==> src/rtl/fare_calc.sv <==
// Taxi fare calculator: flag-fall, per-distance and waiting charges.
// Optional night tariff enabled by defining NIGHT_RATE_EN.
module fare_calc #(
  parameter int TICKS_PER_SEC = 50000000,
  parameter int BASE_FARE     = 80,
  parameter int BASE_DIST     = 30,
  parameter int UNIT_PRICE    = 2,
  parameter int STALL_SEC     = 3,
  parameter int WAIT_SEC      = 60,
  parameter int WAIT_PRICE    = 5
) (
  input  logic        clk,
  input  logic        sys_reset,
  input  logic        start_p,
  input  logic        end_p,
  input  logic        wheel,
  input  logic [1:0]  disp_sel,
  input  logic        night,
  output logic [15:0] data,
  output logic [3:0]  point,
  output logic [1:0]  trip_state
);

  typedef enum logic [1:0] {
    IDLE = 2'd0,
    RUN  = 2'd1,
    WAIT = 2'd2,
    HOLD = 2'd3
  } state_t;

  localparam int STALL_LIM = STALL_SEC * TICKS_PER_SEC;
  localparam int SW = $clog2(STALL_LIM + 1);
  localparam int TW = $clog2(TICKS_PER_SEC + 1);
  localparam int CW = $clog2(WAIT_SEC + 1);

  localparam logic [SW-1:0] STALL_END = SW'(STALL_LIM - 1);
  localparam logic [TW-1:0] TICK_END  = TW'(TICKS_PER_SEC - 1);
  localparam logic [CW-1:0] CHG_END   = CW'(WAIT_SEC - 1);

  localparam logic [13:0] MAXV   = 14'd9999;
  localparam logic [13:0] BASE_F = 14'(BASE_FARE);
  localparam logic [13:0] BASE_D = 14'(BASE_DIST);
  localparam logic [13:0] UNIT_P = 14'(UNIT_PRICE);
  localparam logic [13:0] WAIT_P = 14'(WAIT_PRICE);

  function automatic logic [13:0] sat_add(
    input logic [13:0] a,
    input logic [13:0] b
  );
    logic [14:0] s;
    s = {1'b0, a} + {1'b0, b};
    return (s > {1'b0, MAXV}) ? MAXV : s[13:0];
  endfunction

  state_t        state_q, state_d;
  logic [13:0]   fare_q, fare_d;
  logic [13:0]   dist_q, dist_d;
  logic [13:0]   wsec_q, wsec_d;
  logic [CW-1:0] wchg_q, wchg_d;
  logic [SW-1:0] stall_q, stall_d;
  logic [TW-1:0] tick_q, tick_d;
  logic [2:0]    w_sync;
  logic          wheel_evt;
  logic [13:0]   price;
  logic [13:0]   dist_inc;
  logic          dist_chg;
  logic [13:0]   fare_mv;
  logic [13:0]   sel_val;
  logic [15:0]   data_d;
  logic [3:0]    point_d;

`ifdef NIGHT_RATE_EN
  assign price = night ? sat_add(UNIT_P, 14'd1) : UNIT_P;
`else
  logic unused_night;
  assign unused_night = night;
  assign price = UNIT_P;
`endif

  assign wheel_evt = w_sync[1] & ~w_sync[2];
  assign dist_inc  = sat_add(dist_q, 14'd1);
  assign dist_chg  = (dist_q != MAXV) && (dist_inc > BASE_D);
  assign fare_mv   = dist_chg ? sat_add(fare_q, price) : fare_q;

  // Wheel synchronizer and edge-detect delay stage
  always_ff @(posedge clk or negedge sys_reset) begin
    if (!sys_reset) w_sync <= 3'b000;
    else            w_sync <= {w_sync[1:0], wheel};
  end

  // Trip state and counter registers
  always_ff @(posedge clk or negedge sys_reset) begin
    if (!sys_reset) begin
      state_q <= IDLE;
      fare_q  <= '0;
      dist_q  <= '0;
      wsec_q  <= '0;
      wchg_q  <= '0;
      stall_q <= '0;
      tick_q  <= '0;
    end else begin
      state_q <= state_d;
      fare_q  <= fare_d;
      dist_q  <= dist_d;
      wsec_q  <= wsec_d;
      wchg_q  <= wchg_d;
      stall_q <= stall_d;
      tick_q  <= tick_d;
    end
  end

  // Next-state, metering and timer logic
  always_comb begin
    state_d = state_q;
    fare_d  = fare_q;
    dist_d  = dist_q;
    wsec_d  = wsec_q;
    wchg_d  = wchg_q;
    stall_d = stall_q;
    tick_d  = tick_q;
    unique case (state_q)
      IDLE: begin
        if (start_p && !end_p) begin
          state_d = RUN;
          fare_d  = BASE_F;
          dist_d  = '0;
          wsec_d  = '0;
          wchg_d  = '0;
          stall_d = '0;
          tick_d  = '0;
        end
      end
      RUN: begin
        if (end_p) begin
          state_d = HOLD;
        end else if (wheel_evt) begin
          dist_d  = dist_inc;
          fare_d  = fare_mv;
          stall_d = '0;
        end else if (stall_q == STALL_END) begin
          state_d = WAIT;
          stall_d = '0;
          tick_d  = '0;
        end else begin
          stall_d = stall_q + 1'b1;
        end
      end
      WAIT: begin
        if (end_p) begin
          state_d = HOLD;
        end else if (wheel_evt) begin
          state_d = RUN;
          dist_d  = dist_inc;
          fare_d  = fare_mv;
          stall_d = '0;
          tick_d  = '0;
        end else if (tick_q == TICK_END) begin
          tick_d = '0;
          wsec_d = sat_add(wsec_q, 14'd1);
          if (wchg_q == CHG_END) begin
            wchg_d = '0;
            fare_d = sat_add(fare_q, WAIT_P);
          end else begin
            wchg_d = wchg_q + 1'b1;
          end
        end else begin
          tick_d = tick_q + 1'b1;
        end
      end
      HOLD: begin
        if (end_p) begin
          state_d = IDLE;
          fare_d  = '0;
          dist_d  = '0;
          wsec_d  = '0;
          wchg_d  = '0;
          stall_d = '0;
          tick_d  = '0;
        end else if (start_p) begin
          state_d = RUN;
          fare_d  = BASE_F;
          dist_d  = '0;
          wsec_d  = '0;
          wchg_d  = '0;
          stall_d = '0;
          tick_d  = '0;
        end
      end
      default: state_d = IDLE;
    endcase
  end

  // Display value and decimal-point selection
  always_comb begin
    sel_val = fare_q;
    point_d = 4'b0010;
    unique case (disp_sel)
      2'd1: sel_val = dist_q;
      2'd2: begin
        sel_val = wsec_q / 14'd60;
        point_d = 4'b0000;
      end
      default: sel_val = fare_q;
    endcase
    data_d = (state_q == IDLE) ? 16'd0 : {2'b00, sel_val};
  end

  // Registered display outputs
  always_ff @(posedge clk or negedge sys_reset) begin
    if (!sys_reset) begin
      data  <= '0;
      point <= '0;
    end else begin
      data  <= data_d;
      point <= point_d;
    end
  end

  assign trip_state = state_q;

endmodule
==> config.mk <==
export PLATFORM = sky130hd
export DESIGN_NAME = fare_calc
export DESIGN_NICKNAME = d
export VERILOG_FILES = /design/src/rtl/fare_calc.sv
export SDC_FILE = /design/constraint.sdc
export NUM_CORES = 1
export LEC_CHECK = 0
export BUFFER_PORTS_ARGS = -buffer_cell sky130_fd_sc_hd__buf_2
export CELL_PAD_IN_SITES_DETAIL_PLACEMENT = 1
export CELL_PAD_IN_SITES_GLOBAL_PLACEMENT = 2
export CORE_MARGIN = 2
export CORE_UTILIZATION = 38
export DETAILED_ROUTE_END_ITERATION = 8
export PLACE_DENSITY_LB_ADDON = 0.1
export SETUP_SLACK_MARGIN = 0.2
export SLEW_MARGIN = 20
export SYNTH_ARGS = -nofsm -noshare
export SYNTH_HDL_FRONTEND = slang
export SYNTH_SLANG_ARGS = --single-unit
export TNS_END_PERCENT = 50
==> constraint.sdc <==
create_clock -name clk -period 4.2 [get_ports clk]
set_input_delay 0.63 -clock clk [delete_from_list [all_inputs] [get_ports clk]]
set_output_delay 0.63 -clock clk [all_outputs]
set_load 0.1 [all_outputs]
==> summary.md, run 1 <==
| Metric | Value |
|---|---|
| Pwr dens | 495 nW/um2 |
| #FFs+latches synth | 122 |
| RSZ-0062 raised after global routing | no |
| Worst Hold Class | input pin to asynchronous set/reset pin |
| Slowest CP cell | dfrtp_1 |
| Multi-input gate area | 5250 um2 |
| Crit path max-delay family | compound AO/OA/AOI/OAI gates |
| Clock Latency Late Sink | 430 ps |
| Final Cycle Share | 0.866 |
| Fraction of registers with async set/reset | 1.00 |
| Post-synth EDFFs | 0 |
| Mapped Area | 8800 um2 |
| H-tree Lvls | 4 |
| Total GRT Usage | 0.219 |
| Area contributors post-synth | dfrtp_1 35%, o21ai_0 5.7%, nor2_1 5.3%, nand2_1 4.7%, a21oi_1 4.4% |
| Commonest non-fill, non-tap cell in the layout | nor2_1 |
| Drt wl/cell | 18.3 um |
| Port buffer count | 23 |
| Layout cell share with drive strength beyond 1 | 0.0951 |
| Drt pass-1 iters | 4 |
| Fin nets | 1,119 |
| Fin. Hold Viols | 0 |
| Synthesized instance count | 1,104 |
| Most frequent cells in the layout | 124 x nor2_1, 122 x dfrtp_1, 110 x nand2_1, 101 x o21ai_0, 77 x a21oi_1 |
| Finished Layout Cells | 1,389 |
| Pleak | 0.00402 uW |
| Placed Area | 9060 um2 |
| Final setup fails | 0 |
| GR peak layer | met2 |
| DR vias/cell | 5.85 |
| Max IR drop VDD | 0.280 mV |
| Worst-path clk slew | 70 ps |
| DRC viols | 0 |
| Vias | 8,131 |
| Max FO, Critical Path | 17 |
| Ports | 30 |
| Root Buffer | clkbuf_16 |
| Initial antenna violation count | 0 |
| Post-Route Skew | 10.5 ps |
| Synth unique cells | 86 |
| Layout fillers | 2,735 |
| Most used cell, CP | o211ai_2 |
| Post-DP HPWL | 18,000 um |
| Avg Cell Area, Syn | 7.97 um2 |
| M3 GR Usage | 0.0314 |
| Initial Util | 0.387 |
| Area Growth Syn to Fin | 9.73% |
| Vias in the first global route | 8,228 |
| Setup TNS | 0 ps |
| Core area | 22,700 um2 |
| Worst path bufs/invs | 0 |
| First-pass GRT wire length | 43,300 um |
| Yosys top cell by area | dfrtp_1 |
| Worst path required time | 4530 ps |
| Gates resized, CTS repair | 0 |
| Final WL | 25,500 um |
| Final Cell Area | 9650 um2 |
| CP max stage delay | 730 ps |
| Met2 Track Usage GR | 0.357 |
| Register area | 3050 um2 |
| Sink Count | 122 |
| Crit path DAT | 3960 ps |
| Cells after DPL | 1,357 |
| Post-DRT Antenna Nets | 0 |
| Final slew viol count | 0 |
| Hold-fix buffers, CTS | 0 |
| WS Path Type | flop to flop |
| Die Span Y | 156 um |
| Post-CTS setup buffer count | 0 |
| TritonCTS clock tree | yes |
| Max Freq | 275 MHz |
| Routability cong. | 0.784 |
| Hold WS | 176 ps |
| Crit path cell chain | o211ai_2 > a21oi_1 > o211ai_2 > mux2i_2 > a311o_1 > o211ai_2 > o31a_1 > nor3_1 > o311ai_2 > a41o_1 > a221oi_2 |
| Crit path time final | 3640 ps |
| Die W | 156 um |
| GRT overflow | 0 |
| DRT iter0 DRCs | 397 |
| Synthesis warning total | 0 |
| Main flop type after synthesis | dfrtp_1 |
| Share of the synthesized area in the top cell type | 0.347 |
| Startpoint types | flop |
| Status | complete, no violations |
| Largest net degree at the start of global routing | 65 |
| Max-slew headroom | 0.474 |
| Worst-Margin Slew | 781 ps |
| Max-Cap Viols | 0 |
| Total CTS buffers | 17 |
| Row count | 55 |
| Clock buffer depth | 2 |
| Seq/Total Area, Yosys | 0.347 |
| Crit. End Element | flop |
| Met1 Resource Use GR | 0.310 |
| Antenna Cells | 0 |
| Die ar. | 24,400 um2 |
| Final Util | 0.425 |
==> synthesized netlist by cell type (5+ instances only) <==
library cell and number:
a21oi_1 77, nand4_1 22, or2_2 5, dfrtp_1 122, inv_1 32, and3_1 40
nand3_1 57, buf_6 5, buf_1 5, xor2_1 25, nor4b_1 6, clkbuf_1 46
a21o_1 9, or3_1 11, nor3b_1 5, o41ai_1 6, nor3_1 23, buf_4 7
ha_1 20, nor2b_1 12, a22o_1 9, a31oi_1 9, o22ai_1 13, o2111ai_1 5
xnor2_1 22, o31ai_1 15, nor2_1 124, buf_2 17, o21ai_0 101, nand2b_1 15
and4_1 6, a211oi_1 8, and2_1 10, o21a_1 7, nand2_1 110
==> cells by family after synthesis <==
kind of cell | after synthesis | share of synthesized area
AND/OR/NAND/NOR | 466 | 0.263
AO/OA/AOI/OAI | 328 | 0.247
flip-flops | 122 | 0.347
buffers and inverters | 113 | 0.0580
XOR/XNOR | 47 | 0.0468
adder cells (fa/ha/maj) | 21 | 0.0297
multiplexers | 6 | 0.00782
other | 1 | 0.000426
==> state kept, by name (all words and copies together), names as in the netlist <==
register	cells
trip_state	2
tick_q	26
point	1
stall_q	28
data	14
dist_q	14
wchg_q	6
wsec_q	14
w_sync	3
fare_q	14
==> worst paths after layout <==
| path | slack [ps] | from | end | cells after the start |
|---|---|---|---|---|
| hold / removal | 180 | sys_reset | tick_q[23] | 1 |
| hold reg to reg | 390 | w_sync[1] | w_sync[2] | 0 |
| max in group asynchronous | 3160 | sys_reset | fare_q[5] | 2 |
| min in group clk | 310 | wheel | w_sync[0] | 1 |
| setup / recovery | 560 | wsec_q[12] | data[1] | 11 |
| setup reg to reg | 560 | wsec_q[12] | data[1] | 11 |
==> metrics by stage <==
stage	total power [uW]	setup WS (ps)
2_1_floorplan	2740	721
3_3_place_gp	3280	669
6_report	4780	565
3_5_place_dp	3300	610
4_1_cts	4830	572
5_1_grt	5120	290
==> power breakdown <==
group          internal (uW)  leakage [uW]  switching, uW
logic                    501       0.00206           1360
clock network            856      0.000285            645
registers               1270       0.00167            147
total                   2630       0.00402           2150
==> area by class of cell <==
cell class | instances | area share
multi-input combinational | 873 | 0.544
sequential | 122 | 0.316
clock buffer | 18 | 0.0455
tap | 285 | 0.0369
timing repair buffer | 45 | 0.0297
clock inverter | 14 | 0.0154
inverter | 32 | 0.0124
==> per-layer routing <==
layer / up-vias / part of all wire
met5: - / 0
met4: 0 / 0.0092
met3: 17 / 0.021
met2: 65 / 0.46
met1: 4076 / 0.51
li1: 3973 / -
No activity file was read; power rests on OpenSTA's default activity.
==> run 2, diff against run 1 <==
- ABC_AREA: not set -> 1
- CORE_UTILIZATION: 38 -> 37
==> run 2 against run 1 <==
Against the previous run:
- clock power hardly changed
- design area down 2.0%
- combinational power down 6%
- routed wire length fell by 12%
- largest cell class unchanged
- hold slack improved by 22 ps
- largest power group unchanged
- maximum frequency shrank 0.51%
- die area is 6.2% lower
- synthesized area is 8.8% lower
- first-iteration DRC count shrank 28%
- clock skew rose by 9.3 ps
==> summary.md, run 2 <==
| Metric | Value |
|---|---|
| Status | complete, no violations |
| Initial Util | 0.379 (-0.00807) |
| Biggest regs | stall_q (28), tick_q (26) |
| Crit. End Element | flop |
| Worst-Margin Slew | 804 ps (+22.8 ps) |
| Total GRT Usage | 0.205 (-0.0136) |
| Worst path required time | 4500 ps (-30 ps) |
| Vias | 7,287 (-10%) |
| Biggest register | stall_q |
| Max FO, Critical Path | 6 (-11) |
| GRT overflow | 0 (unchanged) |
| Clock Latency Late Sink | 440 ps (about the same) |
| Worst Hold Class | input pin to asynchronous set/reset pin |
| Hold-fix buffers, CTS | 0 (unchanged) |
| Finished Layout Cells | 1,414 (+1.8%) |
| Synth cell count leaders | 169 x nand2_1, 167 x inv_1, 122 x dfrtp_1 |
| Crit path DAT | 3950 ps (about the same) |
| DRC viols | 0 (unchanged) |
| Startpoint types | flop |
| Most frequent cell after synthesis | nand2_1 |
| Max IR drop VDD | 0.295 mV (+5.3%) |
| Area contributors post-synth | dfrtp_1 38%, nand2_1 7.9%, inv_1 7.8%, a21oi_1 4.8%, xor2_1 4.3% |
| Initial antenna violation count | 0 (unchanged) |
| Clock buffer depth | 2 (unchanged) |
| Post-DRT Antenna Nets | 0 (unchanged) |
| Most frequent cells in the layout | 165 x inv_1, 159 x nand2_1, 117 x dfrtp_1, 78 x nor2_1, 76 x a21oi_1 |
| Layout cell share with drive strength beyond 1 | 0.176 (+0.0805) |
| DRT iter0 DRCs | 287 (-28%) |
| Final Cycle Share | 0.870 (+0.00446) |
| Post-synth EDFFs | 0 (unchanged) |
| Slowest CP cell | dfrtp_1 |
| Synthesis warning total | 0 (unchanged) |
| Post-Route Skew | 19.8 ps (+9.27 ps) |
| CP max stage delay | 370 ps (-360 ps) |
| Setup TNS | 0 ps (unchanged) |
| #FFs+latches synth | 122 (unchanged) |
| DR vias/cell | 5.15 (-12%) |
| Synth unique cells | 56 (-35%) |
| Final Cell Area | 9460 um2 (-2.0%) |
| Crit path cell chain | ha_2 > nand2_2 > nor4_4 > nand4_1 > o21ai_1 > inv_1 > nor2_2 > inv_2 > nor3_4 > nand3_2 > nor4_4 > nand3_2 > nor2_4 > nand4_1 > nor2_2 > nand2_1 > nor2_2 > nand2_1 > nor2_2 > nand2_1 > nor3_1 > nor3_1 |
| Area Growth Syn to Fin | 17.9% |
| Die Span Y | 151 um (-3.1%) |
| Fin nets | 1,154 (+3.1%) |
| TritonCTS clock tree | yes |
| FF-to-FF setup slack | 550 ps (-20 ps) |
| Total CTS buffers | 17 (unchanged) |
| Final slew viol count | 0 (unchanged) |
| Fin. Hold Viols | 0 (unchanged) |
| Synthesized instance count | 1,065 (-3.5%) |
| Largest net degree at the start of global routing | 73 (+12%) |
| Max-Cap Viols | 0 (unchanged) |
| Mapped Area | 8020 um2 (-8.8%) |
| WS Path Type | flop to flop |
| First-pass GRT wire length | 37,300 um (-14%) |
| Cells after DPL | 1,366 (+0.66%) |
| H-tree Lvls | 4 (unchanged) |
| Crit path time final | 3650 ps (+18.7 ps) |
| Die W | 151 um (-3.1%) |
| Drt pass-1 iters | 4 (unchanged) |
| Fraction of registers with async set/reset | 1.00 (unchanged) |
| Hold WS | 198 ps (+21.9 ps) |
| Routability cong. | 0.816 (+4.0%) |
| Main flop type after synthesis | dfrtp_1 |
| Pleak | 0.00421 uW (+4.8%) |
| Port buffer count | 23 (unchanged) |
| Vias in the first global route | 7,563 (-8.1%) |
| Final WL | 22,500 um (-12%) |
| Seq/Total Area, Yosys | 0.380 (+0.0334) |
| Final setup fails | 0 (unchanged) |
| Post-DP HPWL | 16,400 um (-9.2%) |
| Antenna Cells | 0 (unchanged) |
| Row count | 53 (-3.6%) |
| Commonest non-fill, non-tap cell in the layout | inv_1 |
| Placed Area | 8550 um2 (-5.6%) |
| Max Freq | 274 MHz (-0.51%) |
| Die ar. | 22,900 um2 (-6.2%) |
| Yosys top cell by area | dfrtp_1 |
| Largest register FFs | 28 (unchanged) |
| Root Buffer | clkbuf_16 |
| Max-slew headroom | 0.464 (-0.0104) |
| Worst-path clk slew | 70 ps (about the same) |
| RSZ-0062 raised after global routing | yes |
| Pwr dens | 484 nW/um2 (-2.3%) |
| Most used cell, CP | nor2_2 |
| Avg Cell Area, Syn | 7.53 um2 (-5.4%) |
| Ports | 30 (unchanged) |
| Sink Count | 122 (unchanged) |
| Drt wl/cell | 15.9 um (-13%) |
| Core area | 21,200 um2 (-6.8%) |
| Share of the synthesized area in the top cell type | 0.380 (+0.0334) |
## run 2: cell types whose count changed after synthesis, moves of 24 or more
cell	previous run	this run
and3_1	40	1
o22ai_1	13	37
inv_1	32	167
nor2_1	124	87
o21ai_0	101	50
clkbuf_1	46	16
nand2_1	110	169
## run 2: power by group
part | switching, uW | leakage, uW | internal (uW) | total (uW)
Sequential | 82.8 | 0.00166 | 1280 | 1360
Clock | 624 | 0.000273 | 845 | 1470
Combinational | 1320 | 0.00228 | 429 | 1750
## run 2: path summary, 6_finish.rpt
path                             from           to  cells past startpoint
max                        stall_q[1]   tick_q[25]                     22
min                         sys_reset  stall_q[21]                      1
max reg2reg                stall_q[1]   tick_q[25]                     22
min reg2reg                 w_sync[0]    w_sync[1]                      0
max in group asynchronous   sys_reset    dist_q[1]                      2
min in group clk                wheel    w_sync[0]                      1
## run 2: stage by stage
| stage | util | setup slack [ps] | total power (uW) |
|---|---|---|---|
| after floorplan | - | 239 | 2580 |
| after global placement | 0.404 | 289 | 3110 |
| after detailed placement | 0.404 | 229 | 3120 |
| after CTS | 0.432 | 207 | 4620 |
| after global routing | 0.447 | 107 | 4860 |
| final | 0.447 | 546 | 4580 |
## run 2: worst max-delay path: cells and delay by family, from the launching register on
family	cells	cell delay, ps
flip-flops	1	370
AND/OR/NAND/NOR	18	2610
adder cells (fa/ha/maj)	1	200
AO/OA/AOI/OAI	1	170
buffers and inverters	2	170
## run 2: final cells by class
cell class / count / area, um2
Tap cell: 275 / 344
Sequential cell: 122 / 3060
Timing Repair inverter: 1 / 7.51
Clock inverter: 13 / 134
Timing Repair Buffer: 62 / 414
Multi-Input combinational cell: 741 / 4380
Inverter: 181 / 683
Clock buffer: 19 / 443
Fill cell: 2617 / 11700
## run 2: timing repair
| item | CTS | global route |
|---|---|---|
| resized for setup | 0 | 54 |
| endpoints found under the setup margin | 0 | 28 |
| setup buffers | 0 | 15 |
## run 2: kinds of logic (layout without fill, tap and decap cells)
group | Yosys count | after routing | share of synthesized area
flip-flops | 122 | 122 | 0.380
buffers and inverters | 206 | 276 | 0.101
XOR/XNOR | 40 | 40 | 0.0446
AO/OA/AOI/OAI | 249 | 249 | 0.191
adder cells (fa/ha/maj) | 20 | 20 | 0.0312
AND/OR/NAND/NOR | 427 | 427 | 0.251
other | 1 | 5 | 0.000467
## run 2: metal layers
| layer | GRT usage | up-vias | wire [um] |
|---|---|---|---|
| met5 | 0 | - | 0 |
| met4 | 0.0612 | 0 | 242 |
| met3 | 0.0316 | 14 | 470 |
| met2 | 0.348 | 54 | 10900 |
| met1 | 0.271 | 3519 | 10900 |
| li1 | - | 3700 | - |
==> run 3, diff against run 2 <==
- PLACE_DENSITY: not set -> 0.81
- PLACE_DENSITY_LB_ADDON: 0.1 -> not set
==> run 3 against run 2 <==
Against the previous run:
- combinational power barely moved
- routed wire length down 1.1%
- register-to-register slack got worse by 40 ps
- largest cell class unchanged
- highest routed layer unchanged
==> summary.md, run 3 (synthesis gave the netlist of run 2 again) <==
| Metric | Value |
|---|---|
| WS Path Type | flop to flop |
| Hold WS | 307 ps (+109 ps) |
| Max Freq | 271 MHz (-1.1%) |
| H-tree Lvls | 4 (unchanged) |
| Post-Route Skew | 13.4 ps (-6.40 ps) |
| Clock buffer depth | 2 (unchanged) |
| Cells after DPL | 1,362 (-0.29%) |
| Biggest regs | stall_q (28), tick_q (26) |
| Port buffer count | 23 (unchanged) |
| Clock Latency Late Sink | 430 ps (about the same) |
| Post-DP HPWL | 16,000 um (-2.6%) |
| Initial antenna violation count | 0 (unchanged) |
| Crit path DAT | 4050 ps (+100 ps) |
| Final setup fails | 0 (unchanged) |
| Die W | 151 um (unchanged) |
| Layout cell share with drive strength beyond 1 | 0.173 (-0.00233) |
| Row count | 53 (unchanged) |
| Slowest CP cell | dfrtp_1 |
| Largest net degree at the start of global routing | 69 (-5.5%) |
| TritonCTS clock tree | yes |
| Root Buffer | clkbuf_16 |
| Max-slew headroom | 0.379 (-0.0856) |
| Max-Cap Viols | 0 (unchanged) |
| Initial Util | 0.379 (unchanged) |
| Worst-path clk slew | 60 ps (about the same) |
| Crit path time final | 3690 ps (+39.4 ps) |
| Startpoint types | flop |
| DRT iter0 DRCs | 360 (+25%) |
| Status | complete, no violations |
| Largest register FFs | 28 (unchanged) |
| Routability cong. | 0.801 (-1.8%) |
| Crit. End Element | flop |
| Commonest non-fill, non-tap cell in the layout | inv_1 |
| Most used cell, CP | nand2_1 |
| Total CTS buffers | 17 (unchanged) |
| RSZ-0062 raised after global routing | yes |
| CP max stage delay | 400 ps (+30 ps) |
| Worst Hold Class | input pin to flop |
| Final Cycle Share | 0.879 (+0.00939) |
| Final WL | 22,200 um (-1.1%) |
| Total GRT Usage | 0.204 (-0.00182) |
| Setup TNS | 0 ps (unchanged) |
| Core area | 21,200 um2 (unchanged) |
| Pwr dens | 479 nW/um2 (-0.94%) |
| Place WS | 189 ps (-39.6 ps) |
| Ports | 30 (unchanged) |
| Final slew viol count | 0 (unchanged) |
| Die Span Y | 151 um (unchanged) |
| Drt wl/cell | 15.7 um (-0.95%) |
| Finished Layout Cells | 1,412 (-0.14%) |
| Fin nets | 1,152 (-0.17%) |
| Vias in the first global route | 7,497 (-0.87%) |
| Drt pass-1 iters | 4 (unchanged) |
| Sink Count | 122 (unchanged) |
| Post-DRT Antenna Nets | 0 (unchanged) |
| Antenna Cells | 0 (unchanged) |
| Final Util | 0.446 (-0.00160) |
| Biggest register | stall_q |
| First-pass GRT wire length | 37,200 um (about the same) |
| Max IR drop VDD | 0.300 mV (+1.7%) |
| Worst path required time | 4560 ps (+60 ps) |
| Most frequent cells in the layout | 164 x inv_1, 159 x nand2_1, 118 x dfrtp_1, 79 x nor2_1, 75 x a21oi_1 |
| Max FO, Critical Path | 5 (-1) |
| Area Growth Syn to Fin | 17.5% |
| DRC viols | 0 (unchanged) |
| Worst-Margin Slew | 932 ps (+128 ps) |
| Die ar. | 22,900 um2 (unchanged) |
| Vias | 7,321 (+0.47%) |
| DR vias/cell | 5.18 (+0.61%) |
| Pleak | 0.00419 uW (-0.48%) |
| Fin. Hold Viols | 0 (unchanged) |
| Final setup margin | 507 ps (-39.4 ps) |
| GRT overflow | 0 (unchanged) |
## run 3: timing repair
action,4_1_cts,5_1_grt
endpoints found under the setup margin,1,25
gates resized for setup,2,48
pin swaps,0,13
hold buffers,0,0
endpoints found under the hold margin,0,0
buffers inserted,0,17
gates cloned,0,1
## run 3: through the flow
step | cell area (um2) | total power, uW
after floorplan | 8040 | 2580
after global placement | 8530 | 3090
after detailed placement | 8530 | 3120
after CTS | 9100 | 4550
after global routing | 9430 | 4800
final | 9430 | 4520
## run 3: final timing paths
check,cells past startpoint,start,to,slack (ps)
max in group asynchronous,2,sys_reset,tick_q[10],3020
worst max-delay path,32,wsec_q[12],data[0],510
min in group asynchronous,1,sys_reset,stall_q[21],340
worst max register to register,32,wsec_q[12],data[0],510
worst min register to register,0,w_sync[0],w_sync[1],360
worst min-delay path,1,wheel,w_sync[0],310
## run 3: critical path, delay by kind of cell, from the launching register on
| family | cells | cell delay, ps |
|---|---|---|
| and+or+nand+nor | 25 | 2330 |
| AOI/OAI and AO/OA | 5 | 600 |
| DFF | 1 | 400 |
| buffers and inverters | 2 | 300 |
## run 3: where the power goes
| part | leakage, uW | internal, uW | total, uW | switching [uW] |
|---|---|---|---|---|
| registers | 0.00166 | 1280 | 1360 | 85.4 |
| clock network | 0.000272 | 790 | 1410 | 619 |
| logic | 0.00226 | 419 | 1740 | 1330 |
## run 3: cell type report
class                   count  area [um2]
multi-input cells         741        4360
repair inverters            1        5.00
well taps                 275         344
repair buffers             60         412
flip-flops and latches    122        3060
clock inverters            14         128
inverters                 181         686
clock buffers              18         439
fillers                  2669       11700
## run 3: routing by layer
layer	track usage	part of all wire	up-vias
met3	0.0343	0.021	19
li1	-	-	3681
met2	0.343	0.48	57
met5	0	0	-
met4	0.0500	0.012	0
met1	0.272	0.48	3564
